## src/rtl/float_add_pipe_if.sv

```systemverilog
// Operand/result handshake bundle for float_add_pipe.
// The master drives operands and out_ready; the slave (the adder) returns in_ready and the result.
interface float_add_pipe_if #(
    parameter int EXP_W = 3,
    parameter int MAN_W = 4
);
    localparam int W = 1 + EXP_W + MAN_W;

    logic         in_valid;
    logic         in_ready;
    logic [W-1:0] a;
    logic [W-1:0] b;
    logic         op;
    logic         out_valid;
    logic         out_ready;
    logic [W-1:0] sum;
    logic         ovf;

    modport master (
        output in_valid, a, b, op, out_ready,
        input  in_ready, out_valid, sum, ovf
    );

    modport slave (
        input  in_valid, a, b, op, out_ready,
        output in_ready, out_valid, sum, ovf
    );
endinterface

```

## src/rtl/float_add_pipe.sv

```systemverilog
// Three-stage pipelined signed float adder/subtractor: align, add, normalise/round/pack.
// Define FLOAT_ADD_PIPE_RNE_EN for round-to-nearest-even; otherwise results truncate toward zero.
module float_add_pipe #(
    parameter int EXP_W = 3,
    parameter int MAN_W = 4
) (
    input logic              clk,
    input logic              rst_n,
    float_add_pipe_if.slave  bus
);
    localparam int W  = 1 + EXP_W + MAN_W;
    localparam int SW = MAN_W + 1;      // significand with hidden bit
    localparam int AW = MAN_W + 4;      // significand + guard, round, sticky
    localparam int MW = MAN_W + 5;      // adder width incl. carry-out
    localparam int XW = 2 * MAN_W + 4;  // alignment shifter width
    localparam int EW = EXP_W + 1;      // exponent with overflow headroom
    localparam int unsigned SH_MAX = MAN_W + 3;

    logic adv;

    logic              s1_valid_q, s1_sign_q, s1_sub_q;
    logic [EXP_W-1:0]  s1_exp_q;
    logic [SW-1:0]     s1_sigx_q;
    logic [AW-1:0]     s1_yal_q;
    logic              s1_sign_d, s1_sub_d;
    logic [EXP_W-1:0]  s1_exp_d;
    logic [SW-1:0]     s1_sigx_d;
    logic [AW-1:0]     s1_yal_d;

    logic              s2_valid_q, s2_sign_q;
    logic [EXP_W-1:0]  s2_exp_q;
    logic [MW-1:0]     s2_mag_q;
    logic [MW-1:0]     s2_mag_d;

    logic              out_valid_q, ovf_q, ovf_d;
    logic [W-1:0]      sum_q, sum_d;

    assign adv           = !out_valid_q || bus.out_ready;
    assign bus.in_ready  = adv;
    assign bus.out_valid = out_valid_q;
    assign bus.sum       = sum_q;
    assign bus.ovf       = ovf_q;

    // Stage 1: order operands by magnitude so X >= Y, then align Y to X.
    logic [W-2:0]      x_mag, y_mag;
    logic              b_sign;
    logic [EXP_W-1:0]  ey, dexp;
    logic [SW-1:0]     sig_y;
    int unsigned       shamt;
    logic [XW-1:0]     wide;

    always_comb begin
        // NOTE: every variable gets a value on every path, so no latch can be inferred.
        b_sign   = bus.b[W-1] ^ bus.op;
        s1_sub_d = bus.a[W-1] ^ b_sign;
        if (bus.a[W-2:0] >= bus.b[W-2:0]) begin
            x_mag     = bus.a[W-2:0];
            y_mag     = bus.b[W-2:0];
            s1_sign_d = bus.a[W-1];
        end else begin
            x_mag     = bus.b[W-2:0];
            y_mag     = bus.a[W-2:0];
            s1_sign_d = b_sign;
        end
        s1_exp_d  = (x_mag[W-2:MAN_W] == '0) ? EXP_W'(1) : x_mag[W-2:MAN_W];
        ey        = (y_mag[W-2:MAN_W] == '0) ? EXP_W'(1) : y_mag[W-2:MAN_W];
        s1_sigx_d = {x_mag[W-2:MAN_W] != '0, x_mag[MAN_W-1:0]};
        sig_y     = {y_mag[W-2:MAN_W] != '0, y_mag[MAN_W-1:0]};
        dexp      = s1_exp_d - ey;
        shamt     = (32'(dexp) > SH_MAX) ? SH_MAX : 32'(dexp);
        wide      = {sig_y, {(MAN_W + 3){1'b0}}} >> shamt;
        s1_yal_d  = {wide[XW-1 -: MAN_W + 3], |wide[MAN_W:0]};
    end

    // Stage 2: magnitude add/subtract; X >= Y keeps the result non-negative.
    always_comb begin
        s2_mag_d = s1_sub_q ? ({1'b0, s1_sigx_q, 3'b000} - {1'b0, s1_yal_q})
                            : ({1'b0, s1_sigx_q, 3'b000} + {1'b0, s1_yal_q});
    end

    // Stage 3: normalise, round, detect overflow and pack.
    int              lzc, sh;
    logic [AW-1:0]   nm;
    logic [SW:0]     rsig;
    logic [EW-1:0]   e;

    always_comb begin
        lzc = AW;
        for (int i = 0; i < AW; i++) begin
            if (s2_mag_q[i]) lzc = AW - 1 - i;
        end
        e  = EW'(s2_exp_q);
        sh = 0;
        if (s2_mag_q[MW-1]) begin
            nm = {s2_mag_q[MW-1:2], s2_mag_q[1] | s2_mag_q[0]};
            e  = e + EW'(1);
        end else begin
            sh = (lzc < int'(s2_exp_q) - 1) ? lzc : int'(s2_exp_q) - 1;
            nm = s2_mag_q[AW-1:0] << sh;
            e  = (sh == lzc) ? e - EW'(sh) : '0;
        end
        rsig = {1'b0, nm[AW-1:3]};
`ifdef FLOAT_ADD_PIPE_RNE_EN
        if (nm[2] && (nm[3] || nm[1] || nm[0])) rsig = rsig + (SW + 1)'(1);
`endif
        if (rsig[SW]) begin
            rsig = rsig >> 1;
            e    = e + EW'(1);
        end
        // A denormal that rounds up into the hidden bit becomes the smallest normal.
        if (e == '0 && rsig[SW-1]) e = EW'(1);

        ovf_d = 1'b0;
        if (nm == '0) begin
            sum_d = '0;
        end else if (e[EXP_W]) begin
            sum_d = {s2_sign_q, {(W - 1){1'b1}}};
            ovf_d = 1'b1;
        end else begin
            sum_d = {s2_sign_q, e[EXP_W-1:0], rsig[MAN_W-1:0]};
        end
    end

    always_ff @(posedge clk) begin
        // NOTE: sequential state uses non-blocking assignments so every stage samples pre-edge values.
        if (!rst_n) begin
            s1_valid_q  <= 1'b0;
            s2_valid_q  <= 1'b0;
            out_valid_q <= 1'b0;
            sum_q       <= '0;
            ovf_q       <= 1'b0;
        end else if (adv) begin
            s1_valid_q  <= bus.in_valid;
            s2_valid_q  <= s1_valid_q;
            out_valid_q <= s2_valid_q;
            sum_q       <= sum_d;
            ovf_q       <= ovf_d;
        end
    end

    // NOTE: datapath stage registers are not reset; the valid bits alone qualify their contents.
    always_ff @(posedge clk) begin
        if (adv) begin
            s1_sign_q <= s1_sign_d;
            s1_sub_q  <= s1_sub_d;
            s1_exp_q  <= s1_exp_d;
            s1_sigx_q <= s1_sigx_d;
            s1_yal_q  <= s1_yal_d;
            s2_sign_q <= s1_sign_q;
            s2_exp_q  <= s1_exp_q;
            s2_mag_q  <= s2_mag_d;
        end
    end
endmodule

```

## src/flat_wrapper.sv

```systemverilog
// flat-port wrapper written by rule: the top's interface ports become plain ports
module float_add_pipe_flat 
#(
    parameter int EXP_W = 3,
    parameter int MAN_W = 4
)
  (clk, rst_n, bus_in_valid, bus_a, bus_b, bus_op, bus_out_ready, bus_in_ready, bus_out_valid, bus_sum, bus_ovf);
  float_add_pipe_if #(.EXP_W(EXP_W), .MAN_W(MAN_W)) bus_i ();
  input logic clk;
  input logic rst_n;
  input wire logic [$bits(bus_i.in_valid)-1:0] bus_in_valid;
  input wire logic [$bits(bus_i.a)-1:0] bus_a;
  input wire logic [$bits(bus_i.b)-1:0] bus_b;
  input wire logic [$bits(bus_i.op)-1:0] bus_op;
  input wire logic [$bits(bus_i.out_ready)-1:0] bus_out_ready;
  output wire logic [$bits(bus_i.in_ready)-1:0] bus_in_ready;
  output wire logic [$bits(bus_i.out_valid)-1:0] bus_out_valid;
  output wire logic [$bits(bus_i.sum)-1:0] bus_sum;
  output wire logic [$bits(bus_i.ovf)-1:0] bus_ovf;
  assign bus_i.in_valid = bus_in_valid;
  assign bus_i.a = bus_a;
  assign bus_i.b = bus_b;
  assign bus_i.op = bus_op;
  assign bus_i.out_ready = bus_out_ready;
  assign bus_in_ready = bus_i.in_ready;
  assign bus_out_valid = bus_i.out_valid;
  assign bus_sum = bus_i.sum;
  assign bus_ovf = bus_i.ovf;
  float_add_pipe #(.EXP_W(EXP_W), .MAN_W(MAN_W)) u_core (.clk(clk), .rst_n(rst_n), .bus(bus_i));
endmodule
```

## config.mk

```make
export PLATFORM = sky130hd
export DESIGN_NAME = float_add_pipe_flat
export DESIGN_NICKNAME = d
export VERILOG_FILES = /design/src/rtl/float_add_pipe_if.sv /design/src/rtl/float_add_pipe.sv /design/src/flat_wrapper.sv
export SDC_FILE = /design/constraint.sdc
export NUM_CORES = 1
export LEC_CHECK = 0
export BUFFER_PORTS_ARGS = -buffer_cell sky130_fd_sc_hd__buf_4
export CAP_MARGIN = 20
export CORE_AREA = 2 2 89 91
export CTS_BUF_LIST = sky130_fd_sc_hd__clkbuf_16
export DETAILED_ROUTE_END_ITERATION = 6
export DIE_AREA = 0 0 91 93
export HOLD_SLACK_MARGIN = 0.06
export PLACE_DENSITY = 0.73
export SLEW_MARGIN = 20
export SYNTH_ARGS = -nofsm -noshare
export SYNTH_HDL_FRONTEND = slang
export SYNTH_SLANG_ARGS = --single-unit
```

## constraint.sdc

```tcl
create_clock -name clk -period 6 [get_ports clk]
set_input_delay 1.8 -clock clk [delete_from_list [all_inputs] [get_ports clk]]
set_output_delay 1.8 -clock clk [all_outputs]
set_load 0.01 [all_outputs]
```

==> results of run 1 <==
worst reg2reg max path: stages (launching register included):
cell and delay (ns):
edfxtp_1 0.60, nor3_4 0.46, inv_1 0.15, ha_1 0.39, a2111oi_4 0.40, nand3_2 0.12
a21oi_2 0.22, mux2i_2 0.56, inv_4 0.13, ha_1 0.31, a21o_1 0.15, a21oi_1 0.17
xor2_1 0.29, o32a_1 0.33, nand4_1 0.13, o211ai_1 0.14, a21oi_1 0.06
per-layer routing:
metal	track usage (%)	vias up	wire [µm]
met5	0	-	0
met4	4.419	0	51
met3	2.740	6	227
met2	28.83	62	3369
met1	19.44	1243	2754
li1	-	1374	-
state kept, by name, summed over array words and instances, names as in the netlist:
signal / cells
u_core.bus.out_valid: 1
u_core.s1_exp_q: 3
u_core.s1_valid_q: 1
u_core.s2_exp_q: 3
u_core.s2_valid_q: 1
u_core.s1_yal_q: 8
u_core.bus.ovf: 1
u_core.bus.sum: 8
u_core.s1_sub_q: 1
u_core.s2_mag_q: 9
u_core.s1_sigx_q: 5
u_core.s1_sign_q: 1
u_core.s2_sign_q: 1
layout by cell type, fill, tap and decap left out, types with 3 or more instances in the layout:
master	n
buf_4	34
a22oi_1	6
edfxtp_1	31
a21o_1	5
o21bai_1	3
o211ai_1	4
a21oi_1	19
xnor2_1	11
inv_1	34
dfxtp_1	12
nand3_1	13
o21a_1	3
a31oi_1	3
ha_1	27
nor2_1	24
o21ai_0	19
o21ai_1	3
clkbuf_16	5
mux2_2	3
nor2b_1	7
fa_1	3
nand2_1	38
mux2i_1	16
nor3_1	17
xor2_1	5
o31ai_1	10
power by group:
group          leakage (nW)  internal [mW]  switching [mW]
Sequential            0.433          0.444           0.102
Combinational          1.13          0.462           0.595
Clock                0.0710          0.152           0.103
Total                  1.63           1.06           0.800
worst min-delay path by stage:
| stage | from | end | slack [ns] | cells past startpoint |
|---|---|---|---|---|
| 2_1_floorplan | u_core.s1_exp_q[0]$_DFFE_PP_ | u_core.s2_exp_q[0]$_DFFE_PP_ | 0.40 | 0 |
| 3_3_place_gp | u_core.s1_exp_q[1]$_DFFE_PP_ | u_core.s2_exp_q[1]$_DFFE_PP_ | 0.40 | 0 |
| 3_5_place_dp | u_core.s1_exp_q[1]$_DFFE_PP_ | u_core.s2_exp_q[1]$_DFFE_PP_ | 0.41 | 0 |
| 4_1_cts | u_core.s1_exp_q[1]$_DFFE_PP_ | u_core.s2_exp_q[1]$_DFFE_PP_ | 0.42 | 0 |
| 5_1_grt | u_core.s1_exp_q[1]$_DFFE_PP_ | u_core.s2_exp_q[1]$_DFFE_PP_ | 0.43 | 0 |
| 6_report | u_core.s1_exp_q[1]$_DFFE_PP_ | u_core.s2_exp_q[1]$_DFFE_PP_ | 0.42 | 0 |
area by class of cell:
type                    instances  area share [%]
clock buffers                   5           3.320
multi-input cells             273           51.36
clock inverters                 3          0.4316
repair buffers                 34           6.773
flip-flops and latches         43           31.08
well taps                     102           3.386
inverters                      36           3.652
kinds of logic (layout without fill, tap and decap cells):
logic type	count (synthesis)	count (layout)	share of synthesized area, %
AO/OA/AOI/OAI	94	94	19.82
XOR/XNOR	16	16	4.244
buffers and inverters	47	78	5.911
AND/OR/NAND/NOR	113	113	16.22
adder cells (fa/ha/maj)	30	30	12.05
flip-flops	43	43	35.47
multiplexers	20	20	6.290
==> results.md, run 1 <==
* Post-synth top area cell: edfxtp_1
* Synthesized area at 0.003302 mm²
* Area growth syn-to-layout at 14.13%
* CTS Buf Count at 5
* CP delay by family, top: compound AO/OA/AOI/OAI gates
* CTS Buffer Depth at 2
* Initial Utilization at 43.87%
* Avg Cell Area, Syn at 9.096 µm²
* Port Buf Inserts at 31
* First-pass GRT wire length at 11.27 mm
* MaxCap Viol Count at 0
* ANT nets after route at 0
* Post-Route WL at 6.402 mm
* Top post-synthesis cells by area: edfxtp_1 28%, ha_1 10%, dfxtp_1 7.3%
* Layout Utilization at 50.07%
* CTS tree: done
* Initial antenna violation count at 0
* Most frequent cell after synthesis: nand2_1
* Final setup viols at 0
* Unrepaired setup endpoints after global routing: no
* DR WL/cell at 12.91 µm
* Hold WC Path Type: reg -> reg
* Setup TNS Final at 0 ns
* CTS Hold Bufs at 0
* Slew headroom at 44.99%
* Vias in the first global route at 2,600
* Vias at 2,685
* Synth Register Bits at 43
* Worst EP arrival at 5.32 ns
* FF-to-FF End: u_core.bus.sum[3]$_SDFFE_PN0P_
* Share of the synthesized area in the top cell type at 28.19%
* Std cell rows at 32
* Clk_skew at 0.005210 ns
* Worst r2r src: u_core.s2_exp_q[0]$_DFFE_PP_
* Post-synth cell types at 57
* Root Buffer: clkbuf_16
* CP Buf/Inv Count at 3
* Worst Setup EP: u_core.s1_yal_q[1]$_DFFE_PP_
* Startpoint types: input port
* Die Span Y at 93 µm
* Cell Chain, Critical Path: buf_4 > ha_1 > nand2b_1 > a21o_1 > a21o_1 > a21o_1 > a21oi_1 > o21ai_1 > o21a_1 > nand2_1 > nand2_1 > inv_1 > ha_1 > inv_1 > fa_1 > xor2_1 > nor3_1 > nor3_1 > o21ai_0
* Via/cell ratio at 5.413
* Worst Path Required at 6.01 ns
* Fin Hold WS at 0.4216 ns
* Area of the die at 0.008463 mm²
* Synth async-reset ratio at 0%
* Worst skew pair latency at 0.28 ns
* Critical path class: in -> reg
* Ys Warns at 0
* Status: completed
* Dpl cell area at 0.003627 mm²
* Share of layout cells above drive strength 1 at 13.71%
* Critical Path Stages at 19
* Design Area, Final at 0.003769 mm²
* Syn Nets at 414
* Syn Inst Count at 363
* Die width at 91 µm
* Finished Layout Cells at 496
* Largest net degree at the start of global routing at 50
* Placed cells at 488
* H-Tree Level Count at 2
* Post-cts sizing count at 0
* Slew @ Worst Pin at 0.8196 ns
* Fillers at 727
* Lkg Pwr at 1.634 nW
* Worst path most repeated cell: a21o_1
* CTS sink cnt at 43
* Worst setup path startpoint: bus_b[0]
* # DRC at 0
* Dpl ws at 0.4344 ns
* Share of the yosys chip area belonging to registers at 35.47%
* First-pass DRT Iterations at 5
* Max-slew violations at 0
* Dpl hpwl at 4.957 mm
* Post-synth EDFFs at 31
* DR iter-0 viols at 163
* Worst-path clk slew at 0.06 ns
* Peak VDD IR at 176.3 µV
* Sequential Area at 0.001171 mm²
* Primary FF master, synth: edfxtp_1
* Critical path fanouts, max at 13
* Antenna diode count at 0
* Power Total at 1.858 mW
* GPL Wtd Cong at 0.8692
* Core Region at 0.007527 mm²
* Tot GR Track Use at 15.89%
* Period utilisation layout at 88.39%
* Post-CTS setup buffers at 0
* Power density over the cells at 493.1 mW/mm²
* Final WS setup at 0.6965 ns
* Final Hold Fails at 0
* Slowest CP cell: xor2_1
* Minimum clock period at 5.304 ns
* Top cells by count, synth: 38 x nand2_1, 33 x inv_1, 31 x edfxtp_1
* Ports at 32
* F_max at 188.6 MHz
* Gr ovfl total at 0
* Nets at 444
* Crit path largest cell delay at 0.49 ns
* Worst r2r path cells at 16
* Reg2reg setup slack at 1.26 ns
* Area of the multi-input gates at 0.001936 mm²
* Critical path capture point type: register
No activity file was read; power rests on OpenSTA's default activity.
==> run 2: changes to the inputs <==
ABC_AREA = 1   (was unset)
CORE_AREA = 2 2 92 94   (was 2 2 89 91)
DIE_AREA = 0 0 94 96   (was 0 0 91 93)
==> results.md, run 2 <==
* Share of layout cells above drive strength 1 at 12.72% (was 13.71%)
* MaxCap Viol Count at 0 (unchanged)
* Synth Area in Compound Gates at 10.68% (was 19.82%)
* Critical path capture point type: register (unchanged)
* GPL Wtd Cong at 0.8877 (was 0.8692)
* DR iter-0 viols at 136 (was 163)
* Nets at 569 (was 444)
* Post-synth cell types at 42 (was 57)
* Power density over the cells at 553.7 mW/mm² (was 493.1 mW/mm²)
* Critical path fanouts, max at 14 (was 13)
* Share of the yosys chip area belonging to registers at 33.10% (was 35.47%)
* DR WL/cell at 11.59 µm (was 12.91 µm)
* Most frequent cell after synthesis: nand2_1 (unchanged)
* Worst-path clk slew at 0.07 ns (was 0.06 ns)
* Std cell rows at 33 (was 32)
* Unrepaired setup endpoints after global routing: no (unchanged)
* Largest Register: u_core.s2_mag_q (unchanged)
* Critical path class: in -> reg (unchanged)
* Root Buffer: clkbuf_16 (unchanged)
* Simple logic cell fraction of the synthesized area at 31.36% (was 16.22%)
* CTS tree: done (unchanged)
* H-Tree Level Count at 2 (unchanged)
* Synthesized area at 0.003538 mm² (was 0.003302 mm²)
* Largest net degree at the start of global routing at 43 (was 50)
* Lkg Pwr at 2.018 nW (was 1.634 nW)
* Period utilisation layout at 84.15% (was 88.39%)
* Initial antenna violation count at 0 (unchanged)
* Synth async-reset ratio at 0% (unchanged)
* Post-synth EDFFs at 31 (unchanged)
* Top post-synthesis cells by area: edfxtp_1 26%, nand2_1 11%, ha_1 9.5% (was edfxtp_1 28%, ha_1 10%, dfxtp_1 7.3%)
* Area growth syn-to-layout at 14.25% (was 14.13%)
* Tot GR Track Use at 17.46% (was 15.89%)
* Max reg flops at 9 (unchanged)
* Initial Utilization at 43.95% (was 43.87%)
* F_max at 198.1 MHz (was 188.6 MHz)
* Area of the die at 0.009024 mm² (was 0.008463 mm²)
* # DRC at 0 (unchanged)
* Ys Warns at 0 (unchanged)
* Syn Nets at 535 (was 414)
* Vias in the first global route at 2,996 (was 2,600)
* Dpl hpwl at 5.955 mm (was 4.957 mm)
* Dpl cell area at 0.003891 mm² (was 0.003627 mm²)
* Post-synthesis adder-cell area fraction at 11.24% (was 12.05%)
* Port Buf Inserts at 31 (unchanged)
* First-pass DRT Iterations at 5 (unchanged)
* ANT nets after route at 0 (unchanged)
* Die Span Y at 96 µm (was 93 µm)
* First-pass GRT wire length at 12.87 mm (was 11.27 mm)
* Die width at 94 µm (was 91 µm)
* Core Region at 0.008051 mm² (was 0.007527 mm²)
* Post-Route WL at 7.230 mm (was 6.402 mm)
* Worst Path Required at 6.03 ns (was 6.01 ns)
* Layout Utilization at 50.21% (was 50.07%)
* Worst EP arrival at 5.08 ns (was 5.32 ns)
* Post-cts sizing count at 0 (unchanged)
* Post-synth top area cell: edfxtp_1 (unchanged)
* Startpoint types: input port (unchanged)
* Hold WC Path Type: reg -> reg (unchanged)
* Via/cell ratio at 5.067 (was 5.413)
* Share of the synthesized area in the top cell type at 26.31% (was 28.19%)
* CTS Hold Bufs at 0 (unchanged)
* CTS sink cnt at 43 (unchanged)
* Top cells by count, synth: 105 x nand2_1, 83 x inv_1, 55 x nand3_1 (was 38 x nand2_1, 33 x inv_1, 31 x edfxtp_1)
* Clk_skew at 0.008674 ns (was 0.005210 ns)
* Synth Register Bits at 43 (unchanged)
* Design Area, Final at 0.004043 mm² (was 0.003769 mm²)
* Mux contribution to synthesized area at 1.132% (was 6.290%)
* Peak VDD IR at 224.9 µV (was 176.3 µV)
* Vias at 3,162 (was 2,685)
* Slew @ Worst Pin at 0.5388 ns (was 0.8196 ns)
* Minimum clock period at 5.049 ns (was 5.304 ns)
* Slew headroom at 64.08% (was 44.99%)
* Syn Inst Count at 484 (was 363)
* Antenna diode count at 0 (unchanged)
* Synth Area in XOR/XNOR at 2.228% (was 4.244%)
* CTS Buf Count at 5 (unchanged)
* Largest family of logic cells by synthesized area: simple AND/OR/NAND/NOR gates (was compound AO/OA/AOI/OAI gates)
* Worst skew pair latency at 0.29 ns (was 0.28 ns)
* Final setup viols at 0 (unchanged)
* Avg Cell Area, Syn at 7.311 µm² (was 9.096 µm²)
* Max-slew violations at 0 (unchanged)
* Commonest non-fill, non-tap cells in the layout: 105 x nand2_1, 83 x inv_1, 55 x nand3_1 (was 38 x nand2_1, 34 x inv_1, 34 x buf_4)
* Post-CTS setup buffers at 0 (unchanged)
* Setup TNS Final at 0 ns (unchanged)
* Status: completed (unchanged)
* Commonest non-fill, non-tap cell in the layout: nand2_1 (unchanged)
* Final Hold Fails at 0 (unchanged)
* Primary FF master, synth: edfxtp_1 (unchanged)
* Gr ovfl total at 0 (unchanged)
* CTS Buffer Depth at 2 (unchanged)
* Ports at 32 (unchanged)
## run 2: changes by cell type in the layout (fill, tap and decap cells not counted), moves of 8 or more
cell,delta
nor3_1,-10
nand3_1,+42
o21ai_0,+17
xnor2_1,-8
inv_1,+49
nand2_1,+67
nor2_1,+13
mux2i_1,-12
## run 2: cell families after synthesis
family / count (synthesis)
XOR/XNOR: 9
buffers and inverters: 94
adder cells (fa/ha/maj): 30
AND/OR/NAND/NOR: 234
AO/OA/AOI/OAI: 70
flip-flops: 43
multiplexers: 4
## run 2: metal layers
| metal | vias to the layer above | global-route usage (%) | wire length [µm] |
|---|---|---|---|
| met5 | - | 0 | 0 |
| met4 | 0 | 4.227 | 52 |
| met3 | 6 | 2.114 | 222 |
| met2 | 65 | 32.38 | 3645 |
| met1 | 1430 | 21.60 | 3309 |
| li1 | 1661 | - | - |
## run 2: final cells by class
class / count / area [µm²]
clock buffers: 5 / 125.1
clock inverters: 3 / 26.28
fillers: 767 / 4009
flip-flops and latches: 43 / 1171
multi-input cells: 347 / 2004
inverters: 87 / 329.1
well taps: 105 / 131.4
repair buffers: 34 / 255.2
## run 2: critical path: stages
cell	delay (ns)
buf_4	0.08
inv_1	0.04
ha_1	0.35
nand2_1	0.09
o21a_1	0.19
nand3_1	0.30
inv_1	0.09
or2_2	0.28
o21ai_0	0.11
nand3_1	0.15
nand2_1	0.10
inv_1	0.04
ha_1	0.18
inv_1	0.06
fa_1	0.49
inv_1	0.19
nand2_1	0.07
o21ai_0	0.09
nand2_1	0.08
nor3b_1	0.20
o22ai_1	0.09
## run 2: per-stage QoR
step                      hold slack, ns  total power, mW  setup slack [ns]  instances
after CTS                         0.4216            2.241            0.9751        624
after global routing              0.4279            2.500            0.5358        624
final                             0.4199            2.238            0.9508        624
after detailed placement          0.4052            1.957            0.6832        616
after floorplan                   0.4003            1.648            0.8917        484
after global placement            0.4005            1.922            0.8289        616
## run 2: power by group
part	switching (mW)	total, mW	internal [mW]
Clock	0.118	0.276	0.158
Combinational	0.902	1.43	0.532
Sequential	0.0793	0.528	0.449
Total	1.10	2.24	1.14
## run 2: path summary, 6_finish.rpt
| path | from | end | slack, ns | depth (start not counted) |
|---|---|---|---|---|
| hold reg to reg | u_core.s1_sign_q$_DFFE_PP_ | u_core.s2_sign_q$_DFFE_PP_ | 0.42 | 0 |
| setup reg to reg | u_core.s2_exp_q[0]$_DFFE_PP_ | u_core.bus.sum[3]$_SDFFE_PN0P_ | 1.59 | 19 |
| hold / removal | u_core.s1_sign_q$_DFFE_PP_ | u_core.s2_sign_q$_DFFE_PP_ | 0.42 | 0 |
| setup / recovery | bus_b[6] | u_core.s1_yal_q[0]$_DFFE_PP_ | 0.95 | 21 |
